$ cat src/rtl/dram_read_streamer.sv
// dram_read_streamer: fetches a DRAM word range in credit-limited bursts and
// streams it in order to the DRAM-to-CRAM swizzle stage.
module dram_read_streamer #(
  parameter int DWIDTH         = 40,
  parameter int DRAM_AWIDTH    = 32,
  parameter int CRAM_AWIDTH    = 14,
  parameter int LEN_WIDTH      = 16,
  parameter int BURST_LEN      = 16,
  parameter int FIFO_DEPTH     = 32,
  parameter int LOG_FIFO_DEPTH = 5
) (
  input  logic                      clk,
  input  logic                      resetn,
  input  logic                      cmd_valid,
  output logic                      cmd_ready,
  input  logic [DRAM_AWIDTH-1:0]    cmd_dram_addr,
  input  logic [LEN_WIDTH-1:0]      cmd_num_words,
  input  logic [CRAM_AWIDTH-1:0]    cmd_cram_addr,
  output logic                      rd_req_valid,
  input  logic                      rd_req_ready,
  output logic [DRAM_AWIDTH-1:0]    rd_req_addr,
  output logic [LOG_FIFO_DEPTH:0]   rd_req_len,
  input  logic                      rd_resp_valid,
  input  logic [DWIDTH-1:0]         rd_resp_data,
  input  logic                      swz_ready,
  output logic                      data_valid,
  output logic [DWIDTH-1:0]         mem_ctrl_data_in,
  output logic                      mem_ctrl_data_last,
  output logic [CRAM_AWIDTH-1:0]    ram_start_addr,
  output logic                      busy,
  output logic                      done,
  output logic                      overflow
);
  localparam int CW = LOG_FIFO_DEPTH + 1;
  localparam int SW = LOG_FIFO_DEPTH + 2;
  localparam logic [CW-1:0] DEPTH_C = CW'(FIFO_DEPTH);
  localparam logic [SW-1:0] DEPTH_S = SW'(FIFO_DEPTH);
  localparam logic [LEN_WIDTH-1:0] BURST_W = LEN_WIDTH'(BURST_LEN);

  typedef enum logic [2:0] {IDLE, WAIT_SWZ, STREAM, FLUSH, DONE} state_t;

  state_t                   state_q;
  logic [DRAM_AWIDTH-1:0]   addr_q;
  logic [LEN_WIDTH-1:0]     req_rem_q, emit_rem_q;
  logic [CRAM_AWIDTH-1:0]   cram_q;
  logic [CW-1:0]            outst_q, count_q;
  logic [LOG_FIFO_DEPTH-1:0] wptr_q, rptr_q;
  logic [DWIDTH-1:0]        mem_q [FIFO_DEPTH];
  logic                     resp_v_q;
  logic [DWIDTH-1:0]        resp_d_q, dout_q;
  logic                     req_v_q, dv_q, last_q, done_q, ovf_q;
  logic [1:0]               guard_q;

  logic [CW-1:0] len_d, outst_d, count_d;
  logic [SW-1:0] credits_d;
  logic          full_d, push_d, pop_d, fire_d, issue_d;

  assign len_d     = (req_rem_q >= BURST_W) ? CW'(BURST_LEN) : CW'(req_rem_q);
  assign credits_d = SW'(count_q) + SW'(outst_q) + SW'(len_d);
  assign full_d    = count_q == DEPTH_C;
  assign push_d    = resp_v_q && !full_d;
  assign pop_d     = state_q == STREAM && count_q != '0 && emit_rem_q != '0;
  assign fire_d    = req_v_q && rd_req_ready;
  assign issue_d   = state_q == STREAM && !req_v_q && req_rem_q != '0 && credits_d <= DEPTH_S;
  // Outstanding drops when a beat is pushed, not when it is captured, so the
  // beat sitting in the input register still holds a credit.
  assign outst_d   = outst_q + (fire_d ? len_d : '0) - ((resp_v_q && outst_q != '0) ? CW'(1) : '0);
  assign count_d   = count_q + CW'(push_d) - CW'(pop_d);

  assign cmd_ready          = state_q == IDLE;
  assign busy               = state_q != IDLE;
  assign rd_req_valid       = req_v_q;
  assign rd_req_addr        = addr_q;
  assign rd_req_len         = len_d;
  assign data_valid         = dv_q;
  assign mem_ctrl_data_in   = dout_q;
  assign mem_ctrl_data_last = last_q;
  assign ram_start_addr     = cram_q;
  assign done               = done_q;
  assign overflow           = ovf_q;

  always_ff @(posedge clk) begin
    if (push_d) mem_q[wptr_q] <= resp_d_q;
  end

  always_ff @(posedge clk or negedge resetn) begin
    if (!resetn) begin
      state_q    <= IDLE;
      addr_q     <= '0;
      req_rem_q  <= '0;
      emit_rem_q <= '0;
      cram_q     <= '0;
      outst_q    <= '0;
      count_q    <= '0;
      wptr_q     <= '0;
      rptr_q     <= '0;
      resp_v_q   <= 1'b0;
      resp_d_q   <= '0;
      dout_q     <= '0;
      req_v_q    <= 1'b0;
      dv_q       <= 1'b0;
      last_q     <= 1'b0;
      done_q     <= 1'b0;
      ovf_q      <= 1'b0;
      guard_q    <= '0;
    end else begin
      resp_v_q <= rd_resp_valid;
      resp_d_q <= rd_resp_data;
      outst_q  <= outst_d;
      count_q  <= count_d;
      if (resp_v_q && full_d) ovf_q <= 1'b1;
      if (push_d) wptr_q <= wptr_q + 1'b1;
      req_v_q <= issue_d || (req_v_q && !rd_req_ready);
      if (fire_d) begin
        addr_q    <= addr_q + DRAM_AWIDTH'(len_d);
        req_rem_q <= req_rem_q - LEN_WIDTH'(len_d);
      end
      dv_q   <= pop_d;
      last_q <= pop_d && emit_rem_q == LEN_WIDTH'(1);
      if (pop_d) begin
        dout_q     <= mem_q[rptr_q];
        rptr_q     <= rptr_q + 1'b1;
        emit_rem_q <= emit_rem_q - LEN_WIDTH'(1);
      end
      done_q <= 1'b0;
      case (state_q)
        IDLE: if (cmd_valid) begin
          addr_q     <= cmd_dram_addr;
          req_rem_q  <= cmd_num_words;
          emit_rem_q <= cmd_num_words;
          cram_q     <= cmd_cram_addr;
          state_q    <= cmd_num_words == '0 ? DONE : WAIT_SWZ;
          done_q     <= cmd_num_words == '0;
        end
        WAIT_SWZ: if (swz_ready) state_q <= STREAM;
        STREAM: if (pop_d && emit_rem_q == LEN_WIDTH'(1)) begin
          state_q <= FLUSH;
          guard_q <= '0;
        end
        FLUSH: if (guard_q != 2'd2) guard_q <= guard_q + 2'd1;
          else if (swz_ready) begin
            state_q <= DONE;
            done_q  <= 1'b1;
          end
        DONE: begin
          state_q <= IDLE;
          cram_q  <= '0;
        end
        default: state_q <= IDLE;
      endcase
    end
  end
endmodule

$ cat config.mk
export PLATFORM = sky130hd
export DESIGN_NAME = dram_read_streamer
export DESIGN_NICKNAME = d
export VERILOG_FILES = /design/src/rtl/dram_read_streamer.sv
export SDC_FILE = /design/constraint.sdc
export NUM_CORES = 2
export LEC_CHECK = 0
export CAP_MARGIN = 20
export CORE_MARGIN = 4
export CORE_UTILIZATION = 40
export DETAILED_ROUTE_END_ITERATION = 8
export MAX_ROUTING_LAYER = met4
export PLACE_DENSITY = 0.57
export SLEW_MARGIN = 20
export SYNTH_ARGS = -nofsm -noshare
export SYNTH_HDL_FRONTEND = slang
export SYNTH_SLANG_ARGS = --single-unit
$ cat constraint.sdc
create_clock -name clk -period 6.8 [get_ports clk]
set_input_delay 0.68 -clock clk [delete_from_list [all_inputs] [get_ports clk]]
set_output_delay 0.68 -clock clk [all_outputs]
set_load 0.01 [all_outputs]
==> results.py <==
metrics = {
    "placement": {
        "portBuffers": 205,
        "place.gp.congestion": 0.894,
        "dp.cells": 4904,
        "place_area_sq_mm": 0.0621,
        "dpl.hpwl_microns": 89600,
        "place_ws_ps": 2330,
    },
    "critical_path": {
        "critPathBufInv": 4,
        "crit_path_max_incr_delay_ps": 890,
        "critPathLaunchType": "register",
        "crit_arrival_ps": 5130,
        "crit_type": "register to register",
        "worstSetupEndpointType": "register",
        "cp_slowest_cell": "a21o_4",
        "worst-endpoint-required_ps": 7420,
        "path_delay_family": "simple AND/OR/NAND/NOR gates",
        "worstPathMaxFanout": 85,
        "path_cells": "or4_4, nor4b_2, a21o_4, inv_2, ha_1, inv_1, ha_1, inv_1, fa_1, inv_1, a21oi_1, nor2_1, nor2_1, xnor2_1",
        "critPathMostFrequentCell": "inv_1",
    },
    "floorplanning": {
        "fp-row-count": 138,
        "die-area_sq_mm": 0.149,
        "start_util": 0.403,
        "num_io_pins": 207,
        "core_area_sq_mm": 0.142,
        "fp.dieW_microns": 386,
        "die_y_microns": 386,
    },
    "synth": {
        "ys_ff_latch": 1471,
        "synth_edf_count": 1280,
        "synth_cell_types": 76,
        "seq_area_frac_synth": 0.755,
        "ys.flop_type": "edfxtp_1",
        "synth_top_area_frac": 0.672,
        "synth_area_sq_mm": 0.0572,
        "syn-instance-count": 2870,
        "synth_top_cell_by_area": "edfxtp_1",
        "synth_area_leaders": "edfxtp_1 (67%), mux4_2 (13%), dfrtp_1 (8.4%), o21ai_0 (1.1%), o22ai_1 (0.90%)",
        "async_flop_share": 0.130,
        "yosysWarnings": 0,
        "avgSynthCellArea_sq_um": 19.9,
    },
    "route": {
        "drc": 0,
        "via_count": 29482,
        "wirelength_microns": 151000,
        "first_pass_iters": 5,
        "routed_via_density": 5.68,
        "wl_per_cell_microns": 29.0,
        "drtIter0Drc": 2669,
        "ant_nets": 0,
    },
    "worst_hold_path": {
        "hold_path_class": "primary input to register",
    },
    "sta": {
        "worst_pin_slew_ps": 1110,
        "post-route-min-period_ps": 4500,
        "fin_skew_ps": 43.8,
        "hold_viol_final": 0,
        "tns_ps": 0,
        "slew_headroom": 0.261,
        "holdWs_ps": 338,
        "fin_ws_ps": 2300,
        "finalMaxSlewViolations": 0,
        "fmax_mhz": 222,
        "period_share": 0.662,
        "rsz0062_at_grt": "false",
        "setup_violations": 0,
    },
    "clock_network": {
        "clockRootBuffer": "clkbuf_16",
        "cts_tree": "yes",
        "insertion_delay_ps": 780,
        "cts-resized-gates": 0,
        "path_clk_slew_ps": 60,
        "numCtsBuffers": 154,
        "htreeDepth": 4,
        "clock-sinks": 1471,
        "clock_path_buffers": 3,
    },
    "final_layout": {
        "fin_nets": 3328,
        "fin_area_sq_mm": 0.0671,
        "final_util": 0.473,
        "fin_cells": 5190,
        "drive_gt1_frac": 0.223,
        "area_growth_syn_to_layout_pct": 17.2,
        "antenna_cells": 0,
    },
    "power": {
        "ir_drop_v": 0.000284,
        "leakage_nw": 21.7,
        "p_total_mw": 28.1,
        "power.density_mw_per_mm2": 419,
    },
    "job": {
        "max_cap_violations": 0,
    },
    "global_routing": {
        "grt_max_degree": 97,
        "antenna_found_initial": 1,
        "grt_first_pass_wirelength_microns": 218000,
        "grt_pass1_vias": 30755,
        "grt-ovfl-total": 0,
        "track_usage": 0.208,
    },
    "outcome": {
        "status": "completed",
    },
}
==> routing by layer <==
layer	GRT usage	up-vias	part of all wire
li1	-	12341	-
met1	0.261	15870	0.40
met2	0.355	1050	0.52
met3	0.0313	221	0.056
met4	0.0583	0	0.025
met5	-	-	0
==> cells in the mapped netlist (6+ instances only) <==
| library cell | instances |
|---|---|
| inv_1 | 47 |
| o211ai_1 | 9 |
| ha_1 | 40 |
| edfxtp_1 | 1280 |
| o22ai_1 | 82 |
| or3_1 | 6 |
| fa_1 | 8 |
| mux2_2 | 40 |
| a21oi_1 | 46 |
| nor4_1 | 9 |
| a31oi_1 | 10 |
| nor3_1 | 15 |
| o21ai_0 | 125 |
| dfrtp_1 | 191 |
| xnor2_1 | 38 |
| nand4_1 | 9 |
| nor2_1 | 84 |
| xor2_1 | 30 |
| nand3_1 | 16 |
| and2_1 | 6 |
| and3_1 | 6 |
| buf_2 | 35 |
| nand2_1 | 115 |
| mux4_2 | 320 |
| buf_1 | 14 |
| a311oi_1 | 41 |
| clkbuf_1 | 98 |
| mux2i_1 | 40 |
| nand3b_1 | 6 |
| a22o_1 | 14 |
| or4_1 | 6 |
==> flip-flops by register name, summed over array words and instances (netlist names), 2 cells and up <==
name,count
mem_q,1280
mem_ctrl_data_in,40
resp_d_q,40
rd_req_addr,32
emit_rem_q,16
req_rem_q,16
ram_start_addr,14
count_q,6
outst_q,6
rptr_q,5
wptr_q,5
state_q,3
guard_q,2
==> cell type report <==
type	instances	area, sq um
Clock buffer	217	4320
Clock inverter	67	639
Fill cell	11768	74800
Inverter	49	189
Multi-Input combinational cell	1200	13500
Sequential cell	1471	43200
Tap cell	1890	2360
Timing Repair Buffer	296	2870
==> logic make-up (layout without fill, tap and decap cells) <==
family	count (synthesis)	after routing	share of synthesized area
DFF	1471	1471	0.755
muxes	400	400	0.141
AOI/OAI and AO/OA	374	374	0.0414
and+or+nand+nor	306	306	0.0263
buffers and inverters	201	629	0.0144
xor gates and xnor gates	68	68	0.0104
adders and majority gates	48	48	0.0115
other	2	4	0.000131
==> final timing paths <==
kind                       slack (ps)                  from                    to  depth (start not counted)
setup / recovery                 2300         emit_rem_q[2]            count_q[4]                         14
hold / removal                    340      rd_resp_data[20]          resp_d_q[20]                          1
setup reg to reg                 2300         emit_rem_q[2]            count_q[4]                         14
hold reg to reg                   480  mem_ctrl_data_in[38]  mem_ctrl_data_in[38]                          2
max in group asynchronous        4910                resetn          resp_d_q[10]                          4
min in group asynchronous         580                resetn          resp_d_q[34]                          2
==> placed cells by master, fill, tap and decap left out, types with 21 or more instances in the layout <==
cell type / netlist / layout
clkbuf_16: 0 / 158
dfrtp_1: 191 / 179
nor2_1: 84 / 52
o22ai_1: 82 / 82
nor2_4: 0 / 32
o21ai_0: 125 / 124
xnor2_1: 38 / 38
a21oi_1: 46 / 46
mux2i_1: 40 / 40
edfxtp_1: 1280 / 1280
mux4_2: 320 / 320
clkinv_1: 0 / 21
clkdlybuf4s50_1: 0 / 204
mux2_2: 40 / 40
nand2_1: 115 / 112
buf_4: 2 / 80
xor2_1: 30 / 30
ha_1: 40 / 40
clkbuf_1: 98 / 45
clkinv_2: 0 / 24
a311oi_1: 41 / 41
inv_1: 47 / 47
==> where the power goes <==
group	internal (mW)	leakage, nW	total [mW]	switching [mW]
Sequential	10.8	13.8	11.6	0.813
Combinational	3.63	5.54	8.30	4.67
Clock	4.72	2.42	8.20	3.48
==> what timing repair did <==
action,CTS,global route
setup buffers,0,0
endpoints found under the hold margin,30,0
hold buffers,1,0
endpoints found under the setup margin,0,0
Note: power is estimated with default switching activity, not from simulation.
